--- src/rtl/mul_job_sequencer.sv ---
// Job sequencer for the repeated-addition multiplier: queues operand pairs, runs one
// multiply at a time with a timeout guard, and holds each result on a valid/ready port.
module mul_job_sequencer #(
    parameter int W       = 16,
    parameter int DEPTH   = 4,
    parameter int TIMEOUT = 1024
) (
    input  logic         clk,
    input  logic         rst,
    input  logic         in_valid,
    output logic         in_ready,
    input  logic [W-1:0] in_a,
    input  logic [W-1:0] in_b,
    output logic [W-1:0] mul_Ain,
    output logic [W-1:0] mul_Bin,
    output logic         mul_start,
    input  logic         mul_done,
    input  logic [W-1:0] mul_P,
    output logic         out_valid,
    input  logic         out_ready,
    output logic [W-1:0] out_p,
    output logic         out_err
);

    localparam int AW = $clog2(DEPTH);
    localparam int CW = $clog2(TIMEOUT) + 1;

    typedef enum logic [1:0] {IDLE, ISSUE, WAIT, RELEASE} state_t;

    state_t          state;
    logic [W-1:0]    mem_a [DEPTH];
    logic [W-1:0]    mem_b [DEPTH];
    logic [AW-1:0]   wr_ptr;
    logic [AW-1:0]   rd_ptr;
    logic [AW:0]     count;
    logic [CW-1:0]   tcnt;
    logic            push;
    logic            pop;

    // in_ready looks only at the registered occupancy, so a same-cycle pop never frees a slot
    assign in_ready = (count != (AW+1)'(DEPTH));
    assign push     = in_valid && in_ready;
    assign pop      = (state == IDLE) && (count != '0) && !out_valid;

    always_ff @(posedge clk) begin
        if (push) begin
            mem_a[wr_ptr] <= in_a;
            mem_b[wr_ptr] <= in_b;
        end
    end

    always_ff @(posedge clk or posedge rst) begin
        if (rst) begin
            wr_ptr <= '0;
            rd_ptr <= '0;
            count  <= '0;
        end else begin
            if (push) wr_ptr <= wr_ptr + AW'(1);
            if (pop)  rd_ptr <= rd_ptr + AW'(1);
            case ({push, pop})
                2'b10:   count <= count + (AW+1)'(1);
                2'b01:   count <= count - (AW+1)'(1);
                default: count <= count;
            endcase
        end
    end

    // tcnt counts cycles since start rose: zero in ISSUE, so a hung job ends TIMEOUT cycles after start
    always_ff @(posedge clk or posedge rst) begin
        if (rst) begin
            state     <= IDLE;
            mul_start <= 1'b0;
            mul_Ain   <= '0;
            mul_Bin   <= '0;
            tcnt      <= '0;
            out_valid <= 1'b0;
            out_p     <= '0;
            out_err   <= 1'b0;
        end else begin
            if (out_valid && out_ready) out_valid <= 1'b0;
            case (state)
                IDLE: begin
                    if (pop) begin
                        mul_Ain   <= mem_a[rd_ptr];
                        mul_Bin   <= mem_b[rd_ptr];
                        mul_start <= 1'b1;
                        tcnt      <= '0;
                        state     <= ISSUE;
                    end
                end
                ISSUE: begin
                    tcnt  <= tcnt + CW'(1);
                    state <= WAIT;
                end
                WAIT: begin
                    tcnt <= tcnt + CW'(1);
                    if (mul_done) begin
                        out_p     <= mul_P;
                        out_err   <= 1'b0;
                        out_valid <= 1'b1;
                        mul_start <= 1'b0;
                        state     <= RELEASE;
                    end else if (tcnt == CW'(TIMEOUT - 1)) begin
                        out_p     <= '0;
                        out_err   <= 1'b1;
                        out_valid <= 1'b1;
                        mul_start <= 1'b0;
                        state     <= RELEASE;
                    end
                end
                RELEASE: begin
                    // the multiplier must drop done before another job may start
                    if (!mul_done) state <= IDLE;
                end
                default: state <= IDLE;
            endcase
        end
    end

endmodule

--- config.mk ---
export PLATFORM = sky130hd
export DESIGN_NAME = mul_job_sequencer
export DESIGN_NICKNAME = d
export VERILOG_FILES = /design/src/rtl/mul_job_sequencer.sv
export SDC_FILE = /design/constraint.sdc
export NUM_CORES = 1
export LEC_CHECK = 0
export BUFFER_PORTS_ARGS = -buffer_cell sky130_fd_sc_hd__buf_2
export CAP_MARGIN = 20
export CORE_MARGIN = 1.5
export CORE_UTILIZATION = 57
export CTS_CLUSTER_DIAMETER = 150
export DETAILED_ROUTE_END_ITERATION = 10
export GPL_TIMING_DRIVEN = 1
export PLACE_DENSITY_LB_ADDON = 0.15
export SYNTH_ARGS = -nofsm -noshare
export SYNTH_HDL_FRONTEND = slang
export SYNTH_SLANG_ARGS = --single-unit
--- constraint.sdc ---
create_clock -name clk -period 2.52 [get_ports clk]
set_input_delay 0.126 -clock clk [delete_from_list [all_inputs] [get_ports clk]]
set_output_delay 0.126 -clock clk [all_outputs]
set_load 0.01 [all_outputs]
==> results of run 1 <==
-- flip-flops by register name, indices dropped and copies added, names as in the netlist, 3 cells and up --
register,count
tcnt,11
out_p,16
count,3
mul_Bin,16
mul_Ain,16
mem_b,64
mem_a,64
-- routing by layer --
metal / track usage / vias to the layer above / wire length, um
met1: 0.271 / 2123 / 6120
met5: 0 / - / 0
met2: 0.383 / 110 / 7690
met4: 0.0513 / 0 / 112
met3: 0.0651 / 12 / 655
li1: - / 1917 / -
-- power breakdown --
group	switching [W]	internal, W
sequential	0.000539	0.00449
clock	0.00124	0.00161
combinational	0.00181	0.00207
total	0.00359	0.00816
-- layout make-up --
cell class | instances | area share
Sequential cell | 199 | 0.577
Inverter | 14 | 0.00552
Multi-Input combinational cell | 173 | 0.207
Tap cell | 176 | 0.0226
Timing Repair Buffer | 165 | 0.122
Clock buffer | 17 | 0.0436
Clock inverter | 15 | 0.0223
-- cell families (layout without fill, tap and decap cells) --
family	after synthesis	count (layout)	synth area share
compound gates	40	40	0.0378
buf+inv	32	211	0.0237
mux	68	68	0.156
flops	199	199	0.719
fa+ha+maj	11	11	0.0186
simple gates	47	47	0.0371
xor+xnor	7	7	0.00784
-- final timing paths --
check | to | slack (ps) | depth (start not counted)
min reg2reg | mul_start | 500 | 1
min in group asynchronous | mul_Bin[7] | 330 | 4
max | count[2] | 390 | 10
min | state[0] | 120 | 4
max in group asynchronous | rd_ptr[0] | 1880 | 4
max reg2reg | count[2] | 390 | 10
-- metrics by stage --
| step | area, sq um | hold WS [ps] | power (W) | utilization |
|---|---|---|---|---|
| after floorplan | 7820 | 222 | 0.00775 | - |
| after global placement | 8610 | 241 | 0.00877 | 0.647 |
| after detailed placement | 8610 | 243 | 0.00892 | 0.647 |
| after CTS | 9750 | 107 | 0.0119 | 0.733 |
| after global routing | 9750 | 133 | 0.0124 | 0.733 |
| final | 9750 | 124 | 0.0117 | 0.733 |
-- synth_stat cells (2+ instances only) --
cell / number / area [sq um]
dfrtp_1: 71 / 1780
ha_1: 10 / 125
nor2_1: 3 / 11.3
xor2_1: 4 / 35.0
and4_1: 2 / 17.5
and3_1: 4 / 25.0
o21ai_0: 8 / 40.0
a21oi_1: 9 / 45.0
mux2i_1: 2 / 20.0
buf_2: 7 / 35.0
clkbuf_1: 6 / 22.5
buf_12: 3 / 60.1
nor2b_1: 2 / 12.5
nand4_1: 4 / 25.0
inv_1: 14 / 52.6
a22o_1: 17 / 149
edfxtp_1: 128 / 3840
xnor2_1: 3 / 26.3
nand2_1: 8 / 30.0
and2_1: 2 / 12.5
nand2b_1: 2 / 12.5
mux4_2: 32 / 721
nand3_1: 6 / 30.0
or3_1: 5 / 31.3
mux2_2: 8 / 90.1
mux2_4: 26 / 390
-- worst min-delay path, delay by kind of cell --
family          cells  cell delay (ps)
buf+inv             1              100
compound gates      1              150
simple gates        2              140
==> reports/qor.log, run 1 <==
INFO  setup_path     critical_path.cell_chain=inv_1 -> nand3_1 -> and2_1 -> inv_1 -> ha_1 -> inv_1 -> fa_1 -> xor2_1 -> nor2_1 -> xor2_1
INFO  clock_tree     clock_insertion_delay_worst_skew=440ps
INFO  synthesis      yosys_warnings=0
INFO  drt            drt_initial_violations=267
INFO  clock_tree     postCtsResizedCells=0
INFO  timing         slew_headroom=0.547
INFO  clock_tree     clockRootBuffer=clkbuf_16
INFO  timing         period_share=0.844
INFO  global_route   vias_in_the_first_global_route=4,415
INFO  power_and_ir_drop vdd.ir_drop.worst=0.943mV
INFO  clock_tree     clk_path_buf_depth=2
INFO  layout         multiInputGateArea=2020squm
INFO  die            design.core.area=13,300squm
INFO  setup_path     critical_register_to_register_path_startpoint=count[0]
INFO  timing         setup_repair_after_global_routing_missed_its_margin=no
INFO  setup_path     timing.critical_path.max_delay_family=adder cells
INFO  status         status=finished, final reports clean
INFO  timing         timing.final.hold_violations=0
INFO  timing         finalWorstSetupSlack=392ps
INFO  clock_tree     clock_pin_slew_reported_for_the_worst_setup_and_hold_paths_after_clock_tree_synthesis=70ps
INFO  clock_tree     cts_tree=yes
INFO  drt            via_count=4,162
INFO  setup_path     crit_type=flop to flop
INFO  die            die_w=120um
INFO  timing         max_freq=0.470GHz
INFO  synthesis      synth.yosys.seq_area_share=0.719
INFO  worst_hold_path hold_path_startpoint=mul_done
INFO  placed_design  last_weighted_congestion_value_of_the_routability_driven_placer=0.734
INFO  layout         most-common-layout-cells=128 x edfxtp_1, 104 x buf_2, 69 x dfrtp_1
INFO  layout         area_growth_syn_to_layout=24.7%
INFO  layout         final_common_cell=edfxtp_1
INFO  global_route   track_usage=0.219
INFO  synthesis      postSynth.topFlopCell=edfxtp_1
INFO  setup_path     crit_buf_inv=3
INFO  timing         fin_tns_setup=0ps
INFO  run            max_cap_violations=0
INFO  placed_design  placedCellCount=677
INFO  setup_path     critPathMaxStageDelay=430ps
INFO  global_route   grt_first_pass_wirelength=23.2mm
INFO  layout         area.sequential=5620squm
INFO  timing         worst_slew_pin_slew=679ps
INFO  layout         final_cell_count_no_fill=759
INFO  drt            remaining_drc_errors=0
INFO  drt            totalWireLength=14.6mm
INFO  timing         setup_violations=0
INFO  clock_tree     clkSinkCount=199
INFO  synthesis      ys_ff_latch=199
INFO  die            initial_utilization=0.588
INFO  synthesis      combined_area_of_all_synthesized_cells=7820squm
INFO  global_route   maximum_number_of_pins_on_one_net_before_global_route_repair=72
INFO  clock_tree     post_cts_repair_timing_setup_buffer_count=0
INFO  layout         drive_gt1_frac=0.391
INFO  synthesis      synth_async_sr_flop_share=0.357
INFO  global_route   grt_antenna_before_repair=0
INFO  timing         drv_slew=0
INFO  setup_path     arrival=2480ps
INFO  synthesis      synth_cells=404
INFO  setup_path     worst_setup_path_start_kind=flop
INFO  layout         num_antenna_cells=0
INFO  global_route   globalRoute.totalOverflow=0
INFO  clock_tree     total_clock_buffers_created_by_cts=17
INFO  die            die_h=120um
INFO  timing         finalWorstPathRequiredPeriod=2130ps
INFO  die            rows=42
INFO  setup_path     crit_required=2870ps
INFO  layout         fillerInstances=783
INFO  synthesis      synth-edff-count=128
INFO  clock_tree     cts_max_level=4
INFO  drt            antenna_left=0
INFO  layout         design.final.nets=634
INFO  drt            drt-wirelength-per-cell=19.2um
INFO  placed_design  pre_cts_setup_slack=413ps
INFO  synthesis      post_synth_num_cell_types=44
INFO  setup_path     cp_slowest_cell=dfrtp_1
INFO  die            io_pins=105
INFO  setup_path     cpMostUsedCell=inv_1
INFO  synthesis      synth_area_per_cell=19.4squm
INFO  setup_path     critical_path.startpoint=count[0]
INFO  placed_design  io_buf_count=104
INFO  worst_hold_path holdCritPathClass=primary input to flop
INFO  drt            drt_first_pass_iters=4
INFO  setup_path     setup.worst_path.end_class=flop
INFO  power_and_ir_drop static-leakage-power=3.87nW
INFO  clock_tree     cts_hold_buffers=50
INFO  die            fp.dieArea=14,400squm
INFO  timing         worst_clock_skew=12.8ps
INFO  synthesis      post_synthesis_net_count=468
INFO  drt            drt-vias-per-instance=5.48
INFO  placed_design  detailed_place_hpwl=8.57mm
INFO  power_and_ir_drop pwr_density_cell=1210nW/um^2
INFO  setup_path     critical_path.max_fanout=6
No activity file was read; power rests on OpenSTA's default activity.
==> run 2, diff against run 1 <==
--- a/config.mk
+++ b/config.mk
@@ -5,10 +5,11 @@
 export SDC_FILE = /design/constraint.sdc
 export NUM_CORES = 1
 export LEC_CHECK = 0
+export ABC_AREA = 1
 export BUFFER_PORTS_ARGS = -buffer_cell sky130_fd_sc_hd__buf_2
 export CAP_MARGIN = 20
 export CORE_MARGIN = 1.5
-export CORE_UTILIZATION = 57
+export CORE_UTILIZATION = 52
 export CTS_CLUSTER_DIAMETER = 150
 export DETAILED_ROUTE_END_ITERATION = 10
 export GPL_TIMING_DRIVEN = 1
==> constraint.sdc (replaced) <==
create_clock -name clk -period 1.8 [get_ports clk]
set_input_delay 0.09 -clock clk [delete_from_list [all_inputs] [get_ports clk]]
set_output_delay 0.09 -clock clk [all_outputs]
set_load 0.01 [all_outputs]
==> run 2 against run 1 <==
The flow now finishes with violations (setup timing). Synthesized cell count grew 72%. Combinational power grew 60%. Final area grew 2.5%. Power grew 42%. Sequential share of layout area shrank 1.4 points. Critical path depth grew 2. Clock power grew 28%. Maximum frequency grew 15%. Largest power group unchanged.
==> reports/qor.log, run 2 <==
INFO  setup_path     r2r_cells=12
INFO  setup_path     critical_path.startpoint=state[0]
INFO  global_route   vias_in_the_first_global_route=5,662
INFO  global_route   track_usage=0.221
INFO  die            die_w=127um
INFO  worst_hold_path holdCritPathClass=primary input to flop
INFO  placed_design  last_weighted_congestion_value_of_the_routability_driven_placer=0.765
INFO  die            rows=45
INFO  synthesis      postSynth.topFlopCell=edfxtp_1
INFO  layout         drive_gt1_frac=0.219
INFO  die            initial_utilization=0.527
INFO  power_and_ir_drop vdd.ir_drop.worst=0.889mV
INFO  power_and_ir_drop pwr_density_cell=1660nW/um^2
INFO  placed_design  detailed_place_hpwl=9.91mm
INFO  synthesis      synth.cells.most_frequent=179 x nor2_1, 128 x edfxtp_1, 89 x nand2_1
INFO  global_route   grt_first_pass_wirelength=27.1mm
INFO  setup_path     crit_required=2110ps
INFO  synthesis      post_synth_top_area_share=0.483
INFO  synthesis      synth.largest_area_cell=edfxtp_1
INFO  synthesis      netlist_top_cells_area=edfxtp_1 48%, dfrtp_1 22%, nor2_1 8.5%
INFO  power_and_ir_drop combinationalPowerShare=0.373
INFO  layout         num_antenna_cells=0
INFO  synthesis      ys_ff_latch=199
INFO  synthesis      post_synth_num_cell_types=33
INFO  synthesis      yosys_warnings=0
INFO  power_and_ir_drop static-leakage-power=4.08nW
INFO  timing         fin_tns_setup=-52.6ps
INFO  global_route   globalRoute.totalOverflow=0
INFO  timing         max_freq=0.540GHz
INFO  power_and_ir_drop clockPowerShare=0.219
INFO  layout         multiInputGateArea=2060squm
INFO  power_and_ir_drop net-switching-power=0.00607W
INFO  power_and_ir_drop internal_power=0.0106W
INFO  clock_tree     cts_max_level=4
INFO  timing         finalWorstSetupSlack=-52.6ps
INFO  status         status=finished with violations
INFO  layout         most-common-layout-cells=175 x nor2_1, 128 x edfxtp_1, 104 x buf_2
INFO  clock_tree     clock_pin_slew_reported_for_the_worst_setup_and_hold_paths_after_clock_tree_synthesis=70ps
INFO  synthesis      synth_async_sr_flop_share=0.357
INFO  clock_tree     clock_insertion_delay_worst_skew=430ps
INFO  timing         period_share=1.03
INFO  power_and_ir_drop power.sequential.fraction=0.408
INFO  timing         finalWorstPathRequiredPeriod=1850ps
INFO  die            io_pins=105
INFO  drt            remaining_drc_errors=0
INFO  layout         final_common_cell=nor2_1
INFO  layout         area.sequential=5620squm
INFO  layout         largest_regs=mem_a: 64 flops, mem_b: 64 flops
INFO  synthesis      synth_cells=695
INFO  clock_tree     cts_tree=yes
INFO  drt            drt-vias-per-instance=5.17
INFO  power_and_ir_drop netSwitchingFraction=0.365
INFO  layout         fillerInstances=1,121
INFO  setup_path     timing.reg2reg.setup_slack=-50ps
INFO  setup_path     setup.worst_path.end_class=flop
INFO  clock_tree     clockRootBuffer=clkbuf_16
INFO  setup_path     critPathCapture=count[2]
INFO  drt            drt-wirelength-per-cell=15.8um
INFO  timing         timing.final.hold_violations=0
INFO  synthesis      synth-edff-count=128
INFO  timing         worst_clock_skew=5.09ps
INFO  drt            drt_first_pass_iters=4
INFO  timing         slew_headroom=0.627
INFO  placed_design  io_buf_count=104
INFO  layout         final_core_utilization=0.662
INFO  setup_path     critical_path.max_fanout=2
INFO  placed_design  pre_cts_setup_slack=-80.0ps
INFO  setup_path     worst_r2r_endpoint=count[2]
INFO  synthesis      post-synth-top-count-cell=nor2_1
INFO  drt            antenna_left=0
INFO  setup_path     critical_register_to_register_path_startpoint=state[0]
INFO  drt            totalWireLength=16.8mm
INFO  synthesis      synth_area_per_cell=11.4squm
INFO  timing         worst_slew_pin_slew=559ps
INFO  synthesis      synth.yosys.seq_area_share=0.707
INFO  setup_path     crit_type=flop to flop
INFO  synthesis      combined_area_of_all_synthesized_cells=7950squm
INFO  clock_tree     total_clock_buffers_created_by_cts=17
INFO  timing         setup_violations=1
INFO  timing         setup_repair_after_global_routing_missed_its_margin=yes
INFO  synthesis      post_synthesis_net_count=759
INFO  global_route   maximum_number_of_pins_on_one_net_before_global_route_repair=66
INFO  timing         drv_slew=0
INFO  clock_tree     clkSinkCount=199
INFO  layout         area_growth_syn_to_layout=25.7%
INFO  global_route   grt_antenna_before_repair=0
INFO  drt            via_count=5,503
INFO  status         failed_checks=setup timing
INFO  setup_path     worst_setup_path_start_kind=flop
INFO  drt            drt_initial_violations=307
INFO  clock_tree     clk_path_buf_depth=2
INFO  setup_path     arrival=2160ps
INFO  run            max_cap_violations=0
INFO  layout         design.final.nets=927
INFO  die            die_h=127um
INFO  die            fp.dieArea=16,000squm
INFO  die            design.core.area=15,100squm
-- run 2: changes by cell type after synthesis, moves of 6 or more --
cell     change
nand3_1     +11
o21ai_0     +62
buf_6        +6
mux2_2       -8
nor2_1     +176
mux4_2      -32
a31oi_1     +32
inv_1       +18
mux2_4      -26
nand2_1     +81
a22o_1      -17
-- run 2: cells by family (layout without fill, tap and decap cells) --
logic type,Yosys count,after routing,synth area share
adders and majority gates,11,11,0.0183
AOI/OAI and AO/OA,109,109,0.0747
DFF,199,199,0.707
xor gates and xnor gates,4,4,0.00441
buffers and inverters,69,250,0.0426
and+or+nand+nor,303,303,0.153
-- run 2: what timing repair did --
| action | 4_1_cts | 5_1_grt |
|---|---|---|
| buffers inserted | 1 | 1 |
| resized for setup | 5 | 7 |
| hold buffers | 50 | 0 |
| setup endpoints to repair | 34 | 34 |
| pin swaps | 1 | 0 |
| endpoints found under the hold margin | 216 | 0 |
-- run 2: worst min path at each step --
stage | cells past startpoint | slack (ps) | start | to
2_1_floorplan | 1 | 190 | out_ready | out_valid
3_3_place_gp | 3 | 180 | rst | mul_Bin[1]
3_5_place_dp | 3 | 180 | rst | out_p[1]
4_1_cts | 5 | 130 | mul_done | state[0]
5_1_grt | 5 | 170 | mul_done | state[0]
6_report | 5 | 140 | mul_done | state[0]
-- run 2: final cells by class --
cell class / count / share of cell area
Sequential cell: 199 / 0.562
Timing Repair Buffer: 182 / 0.136
Tap cell: 188 / 0.0235
Clock inverter: 13 / 0.0123
Inverter: 36 / 0.0148
Multi-Input combinational cell: 427 / 0.206
Clock buffer: 19 / 0.0453
-- run 2: per-layer routing --
layer | global-route usage | part of all wire | up-vias
li1 | - | - | 2685
met1 | 0.270 | 0.43 | 2628
met2 | 0.388 | 0.51 | 163
met3 | 0.0523 | 0.054 | 27
met4 | 0.0809 | 0.015 | 0
met5 | 0 | 0 | -
-- run 2: critical path, stage by stage (launching register included) --
cell and delay (ps):
dfrtp_1 390, inv_2 90, ha_4 140, inv_2 40, nor2_4 90, nand2_4 60
inv_4 60, ha_4 110, inv_2 40, fa_2 350, a21oi_2 130, o21ai_1 90
xor2_1 150
-- run 2: power by group through the flow --
stage	Combinational, W	Clock (W)	Sequential [W]
finish	0.00620	0.00364	0.00679
CTS	0.00616	0.00371	0.00679
floorplan	0.00376	0	0.00704
global route	0.00696	0.00390	0.00690
global placement	0.00574	0	0.00681
detailed placement	0.00597	0	0.00687
-- run 2: metrics by stage --
step | std cells | hold slack, ps | power, W | instance area, sq um
floorplan | 695 | 186 | 0.0108 | 7980
global placement | 980 | 180 | 0.0125 | 8860
detailed placement | 980 | 177 | 0.0128 | 8860
CTS | 1063 | 129 | 0.0167 | 9970
global route | 1064 | 170 | 0.0178 | 9990
finish | 1064 | 143 | 0.0166 | 9990
==> run 3, diff against run 2 <==
--- a/config.mk
+++ b/config.mk
@@ -12,8 +12,10 @@
 export CORE_UTILIZATION = 52
 export CTS_CLUSTER_DIAMETER = 150
 export DETAILED_ROUTE_END_ITERATION = 10
+export GPL_ROUTABILITY_DRIVEN = 0
 export GPL_TIMING_DRIVEN = 1
-export PLACE_DENSITY_LB_ADDON = 0.15
+export PLACE_DENSITY = 0.76
+export RECOVER_POWER = 50
 export SYNTH_ARGS = -nofsm -noshare
 export SYNTH_HDL_FRONTEND = slang
 export SYNTH_SLANG_ARGS = --single-unit
==> run 3 against run 2 <==
The run still ends with setup timing left. Critical endpoint unchanged. Sequential share of layout area increased by 0.82 points. Flip-flop and latch count unchanged. Power decreased by 1.9%. Highest routed layer unchanged. Worst hold slack got worse by 3.8 ps. Register-to-register slack improved by 30 ps. Maximum frequency increased by 1.4%. Final area decreased by 1.4%. Count of clock-buffer cells in the layout unchanged. Worst setup slack improved by 25 ps.
==> reports/qor.log, run 3 (synthesis gave the netlist of run 2 again) <==
INFO  status         status=finished with violations
INFO  status         failed_checks=setup timing
INFO  power_and_ir_drop pwr_density_cell=1660nW/um^2
INFO  power_and_ir_drop power.sequential.fraction=0.416
INFO  global_route   track_usage=0.215
INFO  placed_design  pre_cts_setup_slack=-51.9ps
INFO  worst_hold_path holdCritPathClass=primary input to flop
INFO  die            design.core.area=15,100squm
INFO  setup_path     critPathMaxStageDelay=390ps
INFO  die            io_pins=105
INFO  drt            via_count=5,526
INFO  clock_tree     clk_path_buf_depth=2
INFO  layout         area_growth_syn_to_layout=23.9%
INFO  layout         final_cell_count_no_fill=1,070
INFO  setup_path     critical_path.cell_chain=inv_2 -> ha_4 -> inv_2 -> nor2_4 -> nand2_4 -> inv_4 -> ha_4 -> inv_2 -> fa_2 -> a21oi_1 -> o21ai_1 -> xor2_1
INFO  timing         period_share=1.02
INFO  setup_path     worst_setup_path_start_kind=flop
INFO  die            rows=45
INFO  timing         whs=139ps
INFO  die            die_w=127um
INFO  setup_path     critical_path.max_fanout=2
INFO  global_route   vias_in_the_first_global_route=5,220
INFO  placed_design  detailed_place_hpwl=9.55mm
INFO  timing         worst_slew_pin_slew=1060ps
INFO  drt            drt_first_pass_iters=6
INFO  timing         worst_clock_skew=19.7ps
INFO  timing         timing.final.hold_violations=0
INFO  clock_tree     clock_insertion_delay_worst_skew=450ps
INFO  global_route   globalRoute.totalOverflow=0
INFO  global_route   grt_antenna_before_repair=0
INFO  placed_design  io_buf_count=104
INFO  timing         setup_repair_after_global_routing_missed_its_margin=yes
INFO  drt            totalWireLength=16.6mm
INFO  die            die_h=127um
INFO  die            initial_utilization=0.527
INFO  timing         max_freq=0.547GHz
INFO  timing         drv_slew=0
INFO  die            fp.dieArea=16,000squm
INFO  setup_path     cpMostUsedCell=inv_2
INFO  drt            remaining_drc_errors=0
INFO  drt            antenna_left=0
INFO  layout         final_core_utilization=0.653
INFO  global_route   grt_first_pass_wirelength=26.0mm
INFO  power_and_ir_drop internal_power=0.0103W
INFO  layout         most-common-layout-cells=175 x nor2_1, 128 x edfxtp_1, 89 x nand2_1
INFO  layout         fillerInstances=1,138
INFO  drt            drt-wirelength-per-cell=15.6um
INFO  clock_tree     clock_pin_slew_reported_for_the_worst_setup_and_hold_paths_after_clock_tree_synthesis=70ps
INFO  power_and_ir_drop combinationalPowerShare=0.367
INFO  setup_path     crit_type=flop to flop
INFO  drt            drt_initial_violations=328
INFO  layout         final_common_cell=nor2_1
INFO  setup_path     setup.worst_path.end_class=flop
INFO  clock_tree     post_cts_repair_timing_setup_buffer_count=0
INFO  clock_tree     cts_tree=yes
INFO  layout         num_antenna_cells=0
INFO  layout         design.final.nets=933
INFO  power_and_ir_drop netSwitchingFraction=0.372
INFO  power_and_ir_drop net-switching-power=0.00606W
INFO  clock_tree     clockRootBuffer=clkbuf_16
INFO  power_and_ir_drop vdd.ir_drop.worst=1.31mV
INFO  setup_path     crit_required=2120ps
INFO  power_and_ir_drop static-leakage-power=3.92nW
INFO  clock_tree     cts_max_level=4
INFO  setup_path     cp_slowest_cell=dfrtp_1
INFO  power_and_ir_drop clockPowerShare=0.217
INFO  timing         slew_headroom=0.291
INFO  setup_path     arrival=2140ps
INFO  layout         drive_gt1_frac=0.158
INFO  global_route   maximum_number_of_pins_on_one_net_before_global_route_repair=66
INFO  timing         finalWorstSetupSlack=-27.1ps
INFO  clock_tree     clkSinkCount=199
INFO  power_and_ir_drop post-layout-total-power=0.0163W
INFO  timing         finalWorstPathRequiredPeriod=1830ps
INFO  clock_tree     total_clock_buffers_created_by_cts=17
INFO  drt            drt-vias-per-instance=5.16
INFO  run            max_cap_violations=0
INFO  placed_design  placedCellCount=988
INFO  timing         setup_violations=1
INFO  layout         largest_regs=mem_a: 64 flops, mem_b: 64 flops
-- run 3: per-stage QoR --
step / setup TNS, ps / area [sq um]
after floorplan: -37690 / 7980
after global placement: -4.58 / 8870
after detailed placement: -105 / 8870
after CTS: -36.5 / 9940
after global routing: -124 / 9850
final: -27.1 / 9850
-- run 3: final cells by class --
cell class,instances,area (sq um),share of cell area
Sequential cell,199,5620,0.571
Multi-Input combinational cell,427,2050,0.208
Timing Repair Buffer,188,1260,0.127
Clock buffer,19,433,0.0439
Tap cell,188,235,0.0239
Inverter,36,139,0.0141
Clock inverter,13,118,0.0119
-- run 3: power groups by stage --
stage                     clock, W  sequential (W)  combinational [W]
final                      0.00354         0.00679            0.00598
after detailed placement         0         0.00685            0.00594
after global placement           0         0.00682            0.00576
after global routing       0.00378         0.00690            0.00669
after floorplan                  0         0.00704            0.00376
after CTS                  0.00358         0.00677            0.00609
-- run 3: timing repair --
action | in CTS | in global routing
setup endpoints to repair | 17 | 1
hold buffers | 50 | 0
pin swaps | 1 | 0
endpoints found under the hold margin | 167 | 0
gates resized for setup | 4 | 0
-- run 3: path summary, 6_finish.rpt --
check / startpoint / to / slack [ps] / depth (start not counted)
max: state[1] / count[2] / -30 / 12
min: mul_done / out_err / 140 / 5
max reg2reg: state[1] / count[2] / -30 / 12
min reg2reg: out_p[13] / out_p[13] / 470 / 2
max in group asynchronous: rst / rd_ptr[1] / 370 / 4
min in group asynchronous: rst / mul_Ain[8] / 400 / 3
-- run 3: worst max-delay path: cells and delay by family (launching register included) --
kind                     cells  cell delay, ps
XOR/XNOR                     1             140
AND/OR/NAND/NOR              2             150
adder cells (fa/ha/maj)      3             590
buffers and inverters        4             220
flip-flops                   1             390
AO/OA/AOI/OAI                2             220
-- run 3: metal layers --
metal  track usage  routed length (um)  vias up
met4        0.0836                 166        0
met5             0                   0        -
met1         0.255                6820     2621
met3        0.0498                1040       20
met2         0.382                8610      183
li1              -                   -     2702
